### src/rtl/scan_req_arbiter.sv
// scan_req_arbiter
//   Shares one register/memory access port between NUM_CH scan-chain request
//   channels. Each channel requests by toggling req_tgl (asynchronous scan
//   domain). Toggles are synchronised, edge-detected and latched as pending.
//   Pending channels are served one at a time, round-robin, over a req/ack
//   port. Completion is returned to the channel as a toggle on ack_tgl.
//
// Ports
//   clk, rst_n   clock, asynchronous active-low reset
//   req_tgl      per-channel request toggle (async)
//   ch_addr      per-channel address, packed NUM_CH x ADDR_W
//   ch_wdata     per-channel write data, packed NUM_CH x DATA_W
//   ch_wr        per-channel 1=write, 0=read
//   ack_tgl      per-channel completion toggle
//   ch_rdata     per-channel read data, valid when ack_tgl toggles
//   ch_err       per-channel timeout flag of the last completed request
//   ch_ovf       sticky per-channel overrun flag
//   reg_req      shared-port request, held until reg_ack or timeout
//   reg_wr       shared-port write enable
//   reg_addr     shared-port address
//   reg_wdata    shared-port write data
//   reg_ack      shared-port acknowledge (1-cycle pulse)
//   reg_rdata    shared-port read data, valid with reg_ack
//   busy         FSM not idle
module scan_req_arbiter #(
    parameter int unsigned NUM_CH  = 4,
    parameter int unsigned ADDR_W  = 8,
    parameter int unsigned DATA_W  = 16,
    parameter int unsigned TIMEOUT = 255
) (
    input  logic                     clk,
    input  logic                     rst_n,
    input  logic [NUM_CH-1:0]        req_tgl,
    input  logic [NUM_CH*ADDR_W-1:0] ch_addr,
    input  logic [NUM_CH*DATA_W-1:0] ch_wdata,
    input  logic [NUM_CH-1:0]        ch_wr,
    output logic [NUM_CH-1:0]        ack_tgl,
    output logic [NUM_CH*DATA_W-1:0] ch_rdata,
    output logic [NUM_CH-1:0]        ch_err,
    output logic [NUM_CH-1:0]        ch_ovf,
    output logic                     reg_req,
    output logic                     reg_wr,
    output logic [ADDR_W-1:0]        reg_addr,
    output logic [DATA_W-1:0]        reg_wdata,
    input  logic                     reg_ack,
    input  logic [DATA_W-1:0]        reg_rdata,
    output logic                     busy
);

    localparam int unsigned CW = $clog2(NUM_CH);
    localparam int unsigned TW = $clog2(TIMEOUT + 1);

    typedef enum logic [1:0] {
        IDLE  = 2'd0,
        ISSUE = 2'd1,
        DONE  = 2'd2
    } state_t;

    state_t state_q, state_d;

    logic [NUM_CH-1:0]        s1_q, s2_q, hold_q, pend_q, ovf_q;
    logic [CW-1:0]            ptr_q, gnt_q;
    logic [TW-1:0]            tcnt_q;
    logic                     req_q, wr_q, err_q, rupd_q;
    logic [ADDR_W-1:0]        addr_q;
    logic [DATA_W-1:0]        wdata_q, rbuf_q;
    logic [NUM_CH-1:0]        ack_q, cherr_q;
    logic [NUM_CH*DATA_W-1:0] rdata_q;

    logic [NUM_CH-1:0]        det, in_svc, pend_set, pend_clr;
    logic                     found, grant_go, ack_hit, to_hit;
    logic [CW-1:0]            pick;

    // Round-robin search: first pending channel at or after ptr_q.
    always_comb begin
        found = 1'b0;
        pick  = ptr_q;
        for (int unsigned k = 0; k < NUM_CH; k++) begin
            if (!found && pend_q[CW'((32'(ptr_q) + k) % NUM_CH)]) begin
                found = 1'b1;
                pick  = CW'((32'(ptr_q) + k) % NUM_CH);
            end
        end
    end

    always_comb begin
        state_d  = state_q;
        grant_go = 1'b0;
        ack_hit  = 1'b0;
        to_hit   = 1'b0;
        case (state_q)
            IDLE: begin
                if (found) begin
                    state_d  = ISSUE;
                    grant_go = 1'b1;
                end
            end
            ISSUE: begin
                // Acknowledge wins over a timeout in the same cycle.
                if (reg_ack) begin
                    state_d = DONE;
                    ack_hit = 1'b1;
                end else if (tcnt_q == TW'(TIMEOUT - 1)) begin
                    state_d = DONE;
                    to_hit  = 1'b1;
                end
            end
            DONE:    state_d = IDLE;
            default: state_d = IDLE;
        endcase
    end

    always_comb begin
        det      = s2_q ^ hold_q;
        in_svc   = '0;
        pend_clr = '0;
        if (state_q != IDLE) begin
            in_svc[gnt_q] = 1'b1;
        end
        if (grant_go) begin
            pend_clr[pick] = 1'b1;
        end
        // A toggle on a channel already pending or in service is an overrun,
        // not a second request.
        pend_set = det & ~pend_q & ~in_svc;
    end

    always_ff @(posedge clk or negedge rst_n) begin
        if (!rst_n) begin
            s1_q   <= '0;
            s2_q   <= '0;
            hold_q <= '0;
            pend_q <= '0;
            ovf_q  <= '0;
        end else begin
            s1_q   <= req_tgl;
            s2_q   <= s1_q;
            // hold_q only differs from s2_q on a detect edge, so an
            // unconditional copy is the same as "hold <= s2 on detect".
            hold_q <= s2_q;
            pend_q <= (pend_q & ~pend_clr) | pend_set;
            ovf_q  <= ovf_q | (det & (pend_q | in_svc));
        end
    end

    always_ff @(posedge clk or negedge rst_n) begin
        if (!rst_n) begin
            state_q <= IDLE;
            ptr_q   <= '0;
            gnt_q   <= '0;
            tcnt_q  <= '0;
            req_q   <= 1'b0;
            wr_q    <= 1'b0;
            addr_q  <= '0;
            wdata_q <= '0;
            rbuf_q  <= '0;
            rupd_q  <= 1'b0;
            err_q   <= 1'b0;
            ack_q   <= '0;
            cherr_q <= '0;
            rdata_q <= '0;
        end else begin
            state_q <= state_d;
            if (grant_go) begin
                gnt_q   <= pick;
                req_q   <= 1'b1;
                wr_q    <= ch_wr[pick];
                addr_q  <= ch_addr[pick*ADDR_W +: ADDR_W];
                wdata_q <= ch_wdata[pick*DATA_W +: DATA_W];
            end
            if (state_q == ISSUE) begin
                tcnt_q <= tcnt_q + 1'b1;
                if (ack_hit) begin
                    req_q  <= 1'b0;
                    err_q  <= 1'b0;
                    rupd_q <= ~wr_q;
                    rbuf_q <= reg_rdata;
                end else if (to_hit) begin
                    req_q  <= 1'b0;
                    err_q  <= 1'b1;
                    rupd_q <= 1'b0;
                end
            end
            if (state_q == DONE) begin
                if (rupd_q) begin
                    rdata_q[gnt_q*DATA_W +: DATA_W] <= rbuf_q;
                end
                cherr_q[gnt_q] <= err_q;
                ack_q[gnt_q]   <= ~ack_q[gnt_q];
                ptr_q          <= (gnt_q == CW'(NUM_CH - 1)) ? '0 : gnt_q + 1'b1;
                tcnt_q         <= '0;
            end
        end
    end

    assign ack_tgl   = ack_q;
    assign ch_rdata  = rdata_q;
    assign ch_err    = cherr_q;
    assign ch_ovf    = ovf_q;
    assign reg_req   = req_q;
    assign reg_wr    = wr_q;
    assign reg_addr  = addr_q;
    assign reg_wdata = wdata_q;
    assign busy      = (state_q != IDLE);

endmodule

### config.mk
export PLATFORM = sky130hd
export DESIGN_NAME = scan_req_arbiter
export DESIGN_NICKNAME = d
export VERILOG_FILES = /design/src/rtl/scan_req_arbiter.sv
export SDC_FILE = /design/constraint.sdc
export NUM_CORES = 1
export LEC_CHECK = 0
export BUFFER_PORTS_ARGS = -buffer_cell sky130_fd_sc_hd__buf_2
export CORE_ASPECT_RATIO = 1.75
export CORE_MARGIN = 2
export CORE_UTILIZATION = 56
export CTS_BUF_LIST = sky130_fd_sc_hd__clkbuf_8
export CTS_CLUSTER_SIZE = 14
export DETAILED_ROUTE_END_ITERATION = 10
export HOLD_SLACK_MARGIN = 0.15
export PLACE_DENSITY = 0.87
export SETUP_SLACK_MARGIN = 0.4
export SYNTH_ARGS = -nofsm -noshare
export SYNTH_HDL_FRONTEND = slang
export SYNTH_SLANG_ARGS = --single-unit
### constraint.sdc
create_clock -name clk -period 5.1 [get_ports clk]
set_input_delay 0.51 -clock clk [delete_from_list [all_inputs] [get_ports clk]]
set_output_delay 0.51 -clock clk [all_outputs]
set_load 0.05 [all_outputs]
# Word-level counts from Yosys, hierarchy flattened
# Index checks and enable logic that the tools add are counted.
totals:
  ff_bits: 150
  in_bits: 123
  out_inout_bits: 103
  word_cells: 122
op_classes:
  add_sub_neg: 6
  order_cmp: 8
  n_eq_ne: 6
  shifts: 4
  muxes: 50
  n_bitwise: 13
  reduce_logical: 16
op_table:
  columns: ["op", "n"]
  rows:
  - ["$bwmux 64", 1]
  - ["$shift 16x34->64 const A", 1]
  - ["$shiftx 16x34->64", 1]
  - ["$shiftx 64x7->16", 1]
  - ["$neg 6->34", 1]
  - ["$shiftx 32x6->8", 1]
  - ["$mux 1", 27]
  - ["$lt 2x3->1 const B", 6]
  - ["$and 4x4->4", 4]
  - ["$mux 8", 2]
  - ["$mux 2", 7]
  - ["$bmux 1 s2", 6]
  - ["$not 4->4", 3]
  - ["$or 4x4->4", 3]
  - ["$add 8x1->8 const B", 1]
  - ["$bwmux 4", 2]
  - ["$eq 8x8->1 const B", 1]
  - ["$mux 4", 2]
  - ["$reduce_and 2->1", 4]
  - ["$reduce_bool 2->1", 3]
  - ["$logic_and 1x1->1", 5]
  - ["$add 2x1->2 const B", 2]
  - ["$add 2x2->2 const B", 2]
  - ["$demux 1 s2", 2]
  - ["10 further kinds", 15]

# Logic depth before layout (Yosys ltp)
# Gate-level depths: netlist of run 1.
depth:
  depth_word: 20
  mapped_depth: 9
  mapped_depth_nobuf: 7

# Worst setup path after synthesis of run 1
# No wires, ideal clock.
synth_timing:
  kind: "register to register"
  from: "register state_q[0]"
  to: "register wdata_q[2] (netlist: reg_wdata[2])"
  setup_time_ps: 131
  arrival_time_ps: 2120
  t_required_ps: 4969
  path_slack_ps: 2850
  path_stages_with_launch: 10
  cell_sequence: "dfrtp_1 -> inv_1 -> ha_1 -> buf_2 -> inv_1 -> nor2_1 -> o21ai_2 -> buf_2 -> a211oi_1 -> a211oi_2"
synth_via:
  elab_chain_cells: 2
synth_lines:
  columns: ["element", "line_no", "source"]
  rows:
  - ["start: declaration", "59", "state_t state_q, state_d;"]
  - ["start signal: assignment", "163", "state_q <= state_d;"]
  - ["$logic_not 2->1", "91", "case (state_q)"]
  - ["$mux 1", "91", null]
  - ["end signal: assignment", "169", "wdata_q <= ch_wdata[pick*DATA_W +: DATA_W];"]
  - ["end: declaration", "66", "logic [DATA_W-1:0] wdata_q, rbuf_q;"]
# Every way passes these cells.
# A chain may end at the register's enable or synchronous reset.

# Worst setup path in the final report of run 1
layout_timing:
  from: "register pend_q[1]"
  to: "register wdata_q[9] (netlist: reg_wdata[9])"
layout_via:
  elab_chain_cells: 14
  elab_cells_between_ends: 24
  cone_classes: "1 x shift; 17 x mux; 6 x reduce/logical"
layout_lines:
  columns: ["element", "line_no", "source"]
  rows:
  - ["start: declaration", "61", "logic [NUM_CH-1:0] s1_q, s2_q, hold_q, pend_q, ovf_q;"]
  - ["start signal: assignment", "141", "pend_q <= (pend_q & ~pend_clr) | pend_set;"]
  - ["branches (longest 14 deep; another with $bmux 1 s2)", null, null]
# Parallel ways; which one is timed is not known. The select of a mux whose other input is x is not followed.

==> qor.yml, run 1 <==
status:
  outcome: "completed"
drt:
  drt_first_pass_iters: 5
  wl_met3_mm: 1.24
  ant_nets: 0
  dr_total_vias: 5653
  drt-initial-drc-count: 352
  highest_layer: "met4"
  wirelength_met1_mm: 6.56
  drc: 0
  routedWlPerCell_um: 19.1
  drt-total-wl_mm: 17.9
  post_drt_via_cell_ratio: 6.04
  met2_length_mm: 9.58
logic_synthesis:
  postSynth.asyncResetShare: 1.00
  synth_nets: 703
  synth_area_leaders: "dfrtp_1, a22o_1, mux2_2"
  ys_seq_area_frac: 0.552
  yosysUniqueCellTypes: 47
  ys_warn_count: 0
  synth_edf_count: 0
  syn-cell-area_um2: 6800
  synth_top_cell_by_area: "dfrtp_1"
  yosys.area.top_type_share: 0.552
  synth_ff_type: "dfrtp_1"
  synth_area_per_cell_um2: 12.0
  synth.most_common_cell: "dfrtp_1"
  ys_ff_latch: 150
  synth_cells: 567
  synth_common_cells: "dfrtp_1, a22o_1, nor2_1"
timing:
  setup_viol: 0
  fmaxAchievable_mhz: 330
  finalClockSkew_ns: 0.0175
  tightest_slew_ns: 1.22
  final.setup.tns_ns: 0
  grt_setup_unrepaired: "no"
  final-hold-violation-count: 0
  period_minus_slack_ns: 3.03
  maxSlewHeadroom: 0.186
  drv_slew: 0
  period_share: 0.594
  setup_slack_ns: 2.07
pwr:
  p_per_area_nw_per_um2: 676
  p_int_uw: 2890
  power.share.clock: 0.169
  seq_power_share: 0.328
  p_leak_uw: 0.00418
  share_comb_of_total_power: 0.502
  ir_drop_mv: 0.490
  p_switching_uw: 2800
  p_sw_frac: 0.492
  finalPower_uw: 5700
global_routing:
  gr-total-overflow: 0
  antenna_found_initial: 1
  grt_first_pass_wirelength_mm: 28.6
  grt_pass1_vias: 5942
  grt_max_degree: 93
  grt_util_all_layers: 0.280
finish:
  synthToLayoutAreaGrowth_pct: 23.9
  final_util: 0.705
  multi_input_area_um2: 2790
  final_net_count: 921
  regArea_um2: 3750
  fillers: 845
  fin_cells: 936
  drive_gt1_frac: 0.431
die:
  die_w_um: 87.3
  ioPinCount: 226
  start_util: 0.569
  design.core.area_um2: 11900
  die_h_um: 150
  rows: 53
  die_area_um2: 13100
clocking:
  htree_num_levels: 4
  ctsLongestPathBuffers: 2
  cts.repair.resized: 0
  cts_sinks: 150
  cts_root_buffer: "clkbuf_8"
  cts_tree: "built"
  cts_made_buffers: 17
  clock_latency_ns: 0.46
  clk_pin_slew_ns: 0.10
placement:
  io_buffers: 225
  hpwlAfterDp_mm: 12.9
  place_inst: 899
  pre_cts_ws_ns: 2.15
  place_congestion: 0.882
flow_run:
  drv_cap: 0
setup_path:
  r2r_setup_slack_ns: 2.07
  critPathCapture: "reg_wdata[9]"
  cp_data_arrival_time_ns: 3.37
  crit_chain: "nor2_1, a221oi_4, buf_4, nand2_2, a211oi_1, a211oi_2"
  crit_family: "compound AO/OA/AOI/OAI gates"
  crit_cells: 6
  crit_path_top_delay_cell: "nand2_2"
  timing.rr.start: "pend_q[1]"
  cp.required_ns: 5.44
  crit_start: "pend_q[1]"
  end_kind: "flip-flop"
  r2r.worst_path.cells: 6
  slowest_delay_ns: 0.78
  cp-start-kind: "flip-flop"
  reg2reg_to: "reg_wdata[9]"
  worst-path-max-fanout: 53
  worstSetupPathType: "reg2reg"
  crit_buf_inv: 1
min_path:
  hp-class: "in2reg"
==> layer usage <==
layer | vias to the layer above | GRT usage
li1 | 2539 | -
met1 | 2772 | 0.309
met2 | 300 | 0.491
met3 | 42 | 0.0673
met4 | 0 | 0.139
met5 | - | 0
==> power groups by stage <==
stage,sequential (µW),combinational [µW],clock [µW]
after floorplan,2480,1640,0
after global placement,1860,2740,0
after detailed placement,1880,2860,0
after CTS,1870,2860,981
after global routing,1910,3080,1040
final,1870,2860,964
==> placed cells by master (no fill, tap or decap), types with 5 or more instances in the layout <==
master / netlist / routed
a22o_1: 64 / 64
a211oi_1: 30 / 30
mux2_2: 23 / 23
nand3_1: 33 / 33
and3_1: 26 / 26
buf_4: 3 / 9
clkbuf_8: 0 / 17
ha_1: 13 / 13
a211oi_2: 20 / 20
nor2b_1: 7 / 7
o21ai_0: 9 / 9
xnor2_1: 6 / 6
a21oi_2: 19 / 19
a21oi_1: 17 / 17
dfrtp_1: 150 / 150
nand2_1: 17 / 17
buf_2: 16 / 224
nor2_1: 43 / 42
inv_1: 12 / 12
clkinv_4: 0 / 5
==> worst reg2reg max path: stages (launching register included) <==
cell      delay (ns)
dfrtp_1         0.58
nor2_1          0.15
a221oi_4        0.30
buf_4           0.44
nand2_2         0.80
a211oi_1        0.60
a211oi_2        0.06
==> metrics by stage <==
| step | hold slack (ns) | cell area [µm²] |
|---|---|---|
| 3_3_place_gp | 0.332 | 7960 |
| 2_1_floorplan | 0.214 | 6800 |
| 4_1_cts | 0.157 | 8420 |
| 5_1_grt | 0.159 | 8420 |
| 3_5_place_dp | 0.336 | 7960 |
| 6_report | 0.174 | 8420 |
==> kinds of logic after synthesis <==
kind of cell | count (synthesis) | synth area share
fa+ha+maj | 13 | 0.0239
xor+xnor | 7 | 0.00902
flops | 150 | 0.552
buf+inv | 51 | 0.0383
simple gates | 143 | 0.110
mux | 25 | 0.0429
compound gates | 178 | 0.224
==> state kept, by name (all words and copies together) (netlist names), 4 cells and up <==
register	count
rbuf_q	16
ch_err	4
hold_q	4
ch_ovf	4
ch_rdata	64
s2_q	4
pend_q	4
s1_q	4
ack_tgl	4
reg_addr	8
tcnt_q	8
reg_wdata	16
==> how the worst min path moves through the flow <==
stage,cells past startpoint,end,slack (ns),start
floorplan,0,ack_tgl[0],0.21,rst_n
global placement,0,s2_q[1],0.33,s1_q[1]
detailed placement,0,s2_q[0],0.34,s1_q[0]
CTS,1,s1_q[2],0.16,req_tgl[2]
global route,1,s1_q[2],0.16,req_tgl[2]
finish,1,s1_q[2],0.17,req_tgl[2]
==> final cells by class <==
class / count / area share
Multi-Input combinational cell: 366 / 0.331
Sequential cell: 150 / 0.446
Tap cell: 137 / 0.0204
Antenna cell: 1 / 0.000297
Inverter: 12 / 0.00535
Clock inverter: 15 / 0.0223
Timing Repair Buffer: 238 / 0.147
Clock buffer: 17 / 0.0278
==> what timing repair did <==
action,in CTS,in global routing
endpoints found under the hold margin,38,0
buffers inserted,0,0
hold buffers,4,0
No activity file was read; power rests on OpenSTA's default activity.
==> inputs of run 2 (changes only) <==
--- a/config.mk
+++ b/config.mk
@@ -8,12 +8,12 @@
 export BUFFER_PORTS_ARGS = -buffer_cell sky130_fd_sc_hd__buf_2
 export CORE_ASPECT_RATIO = 1.75
 export CORE_MARGIN = 2
-export CORE_UTILIZATION = 56
+export CORE_UTILIZATION = 47
 export CTS_BUF_LIST = sky130_fd_sc_hd__clkbuf_8
 export CTS_CLUSTER_SIZE = 14
 export DETAILED_ROUTE_END_ITERATION = 10
 export HOLD_SLACK_MARGIN = 0.15
-export PLACE_DENSITY = 0.87
+export PLACE_DENSITY = 0.78
 export SETUP_SLACK_MARGIN = 0.4
 export SYNTH_ARGS = -nofsm -noshare
 export SYNTH_HDL_FRONTEND = slang
==> constraint.sdc (replaced) <==
create_clock -name clk -period 2.7 [get_ports clk]
set_input_delay 0.27 -clock clk [delete_from_list [all_inputs] [get_ports clk]]
set_output_delay 0.27 -clock clk [all_outputs]
set_load 0.05 [all_outputs]
==> qor.yml, run 2 (synthesis results as in run 1) <==
setup_path:
  crit_path_top_delay_cell: "dfrtp_1"
  crit_chain: "nor2_1, a221oi_4, nand2_2, buf_12, a211oi_2, a211oi_2"
  cp_data_arrival_time_ns: 2.50  # -0.87 ns
  crit_family: "compound AO/OA/AOI/OAI gates"
  end_kind: "flip-flop"
  cp.required_ns: 3.02  # -2.42 ns
  worst-path-max-fanout: 41  # -23%
  crit_buf_inv: 1  # unchanged
  worstSetupPathType: "reg2reg"
  cp-start-kind: "flip-flop"
  slowest_delay_ns: 0.57  # -0.21 ns
  crit_top_cell: "a211oi_2"
pwr:
  p_leak_uw: 0.00456  # +9.0%
  finalPower_uw: 11000  # +93%
  p_per_area_nw_per_um2: 1170  # +74%
  ir_drop_mv: 0.966  # +97%
drt:
  routedWlPerCell_um: 18.9  # -1.1%
  dr_total_vias: 6171  # +9.2%
  post_drt_via_cell_ratio: 5.77  # -4.4%
  drt_first_pass_iters: 5  # unchanged
  drt-total-wl_mm: 20.2  # +13%
  drt-initial-drc-count: 334  # -5.1%
  drc: 0  # unchanged
  ant_nets: 0  # unchanged
status:
  outcome: "completed"
clocking:
  cts_made_buffers: 17  # unchanged
  clk_pin_slew_ns: 0.10  # about the same
  clock_latency_ns: 0.44  # -0.02 ns
  cts_sinks: 150  # unchanged
  cts_tree: "built"
  cts_root_buffer: "clkbuf_8"
  ctsLongestPathBuffers: 2  # unchanged
  htree_num_levels: 4  # unchanged
placement:
  place_congestion: 0.925  # +4.9%
  hpwlAfterDp_mm: 13.5  # +5.0%
  io_buffers: 225  # unchanged
  pre_cts_ws_ns: 0.415  # -1.73 ns
timing:
  period_share: 0.808  # +0.213
  finalClockSkew_ns: 0.0171  # -0.000406 ns
  period_minus_slack_ns: 2.18  # -0.850 ns
  grt_setup_unrepaired: "no"
  setup_viol: 0  # unchanged
  fmaxAchievable_mhz: 458  # +39%
  setup_slack_ns: 0.519  # -1.55 ns
  drv_slew: 0  # unchanged
  maxSlewHeadroom: 0.439  # +0.253
  final.setup.tns_ns: 0  # unchanged
  final-hold-violation-count: 0  # unchanged
  tightest_slew_ns: 0.839  # -0.378 ns
die:
  start_util: 0.478  # -0.0916
  design.core.area_um2: 14200  # +19%
  die_h_um: 163  # +8.9%
  die_w_um: 94.9  # +8.7%
  ioPinCount: 226  # unchanged
  rows: 58  # +9.4%
  die_area_um2: 15500  # +18%
finish:
  fillers: 1068  # +26%
  multi_input_area_um2: 2790  # +0.18%
  layout_common_cells: "buf_2, dfrtp_1, dlygate4sd3_1, a22o_1, nor2_1"
  final_common_cell: "buf_2"
  regArea_um2: 3750  # unchanged
  largest_reg_flops: 64  # unchanged
  antenna_cells: 0  # -1
  synthToLayoutAreaGrowth_pct: 37.8
  final_net_count: 1012  # +9.9%
  final_util: 0.659  # -0.0469
  drive_gt1_frac: 0.399  # -0.0318
global_routing:
  grt_first_pass_wirelength_mm: 32.1  # +12%
  grt_pass1_vias: 6526  # +9.8%
  grt_max_degree: 88  # -5.4%
  grt_util_all_layers: 0.266  # -0.0140
  gr-total-overflow: 0  # unchanged
  antenna_found_initial: 0  # -1
flow_run:
  drv_cap: 0  # unchanged
min_path:
  hp-class: "in2reg"
[run 2: cell types whose count changed in the layout (fill, tap and decap cells not counted), moves of 2 or more]
cell / delta
dlygate4sd3_1: +81
buf_4: +8
clkinv_4: -2
clkinvlp_4: +2
inv_6: +2
inv_8: -2
[run 2: path summary, 6_finish.rpt]
check,start,endpoint,slack (ns),depth (start not counted)
setup / recovery,pend_q[1],reg_wdata[8],0.52,6
hold / removal,ch_wdata[12],reg_wdata[12],0.17,3
setup reg to reg,pend_q[1],reg_wdata[8],0.52,6
hold reg to reg,s1_q[2],s2_q[2],0.36,0
max in group asynchronous,rst_n,ptr_q[1],1.46,3
min in group asynchronous,rst_n,ch_rdata[41],0.42,2
[run 2: metal layers]
layer,part of all wire,global-route usage,routed length [µm]
met1,0.36,0.292,7310
met2,0.53,0.491,10700
met3,0.082,0.0530,1660
met4,0.030,0.105,603
met5,0,0,0
[run 2: worst reg2reg max path: stages (launching register included)]
cell	delay [ns]
dfrtp_1	0.57
nor2_1	0.14
a221oi_4	0.35
nand2_2	0.27
buf_12	0.27
a211oi_2	0.39
a211oi_2	0.06
[run 2: layout make-up]
class	count	area share
repair buffers	329	0.229
multi-input cells	366	0.298
flip-flops and latches	150	0.401
clock buffers	18	0.0264
clock inverters	14	0.0172
inverters	12	0.00481
well taps	180	0.0240
[run 2: report_power, final]
part	internal (µW)	leakage [µW]	total (µW)	switching, µW
sequential	2900	0.00189	3550	648
clock	796	0.000200	1760	960
combinational	1870	0.00247	5700	3830
[run 2: timing repair]
| action | CTS | global route |
|---|---|---|
| setup endpoints to repair | 1 | 2 |
| hold endpoints to repair | 130 | 1 |
| buffers inserted | 0 | 0 |
| gates resized for setup | 1 | 1 |
| hold buffers | 84 | 1 |
[run 2: stage by stage]
stage,std cells,instance area (µm²),hold slack (ns)
global placement,952,8100,0.331
global route,1069,9370,0.170
detailed placement,952,8100,0.340
CTS,1068,9350,0.150
floorplan,567,6800,-0.0256
finish,1069,9370,0.172
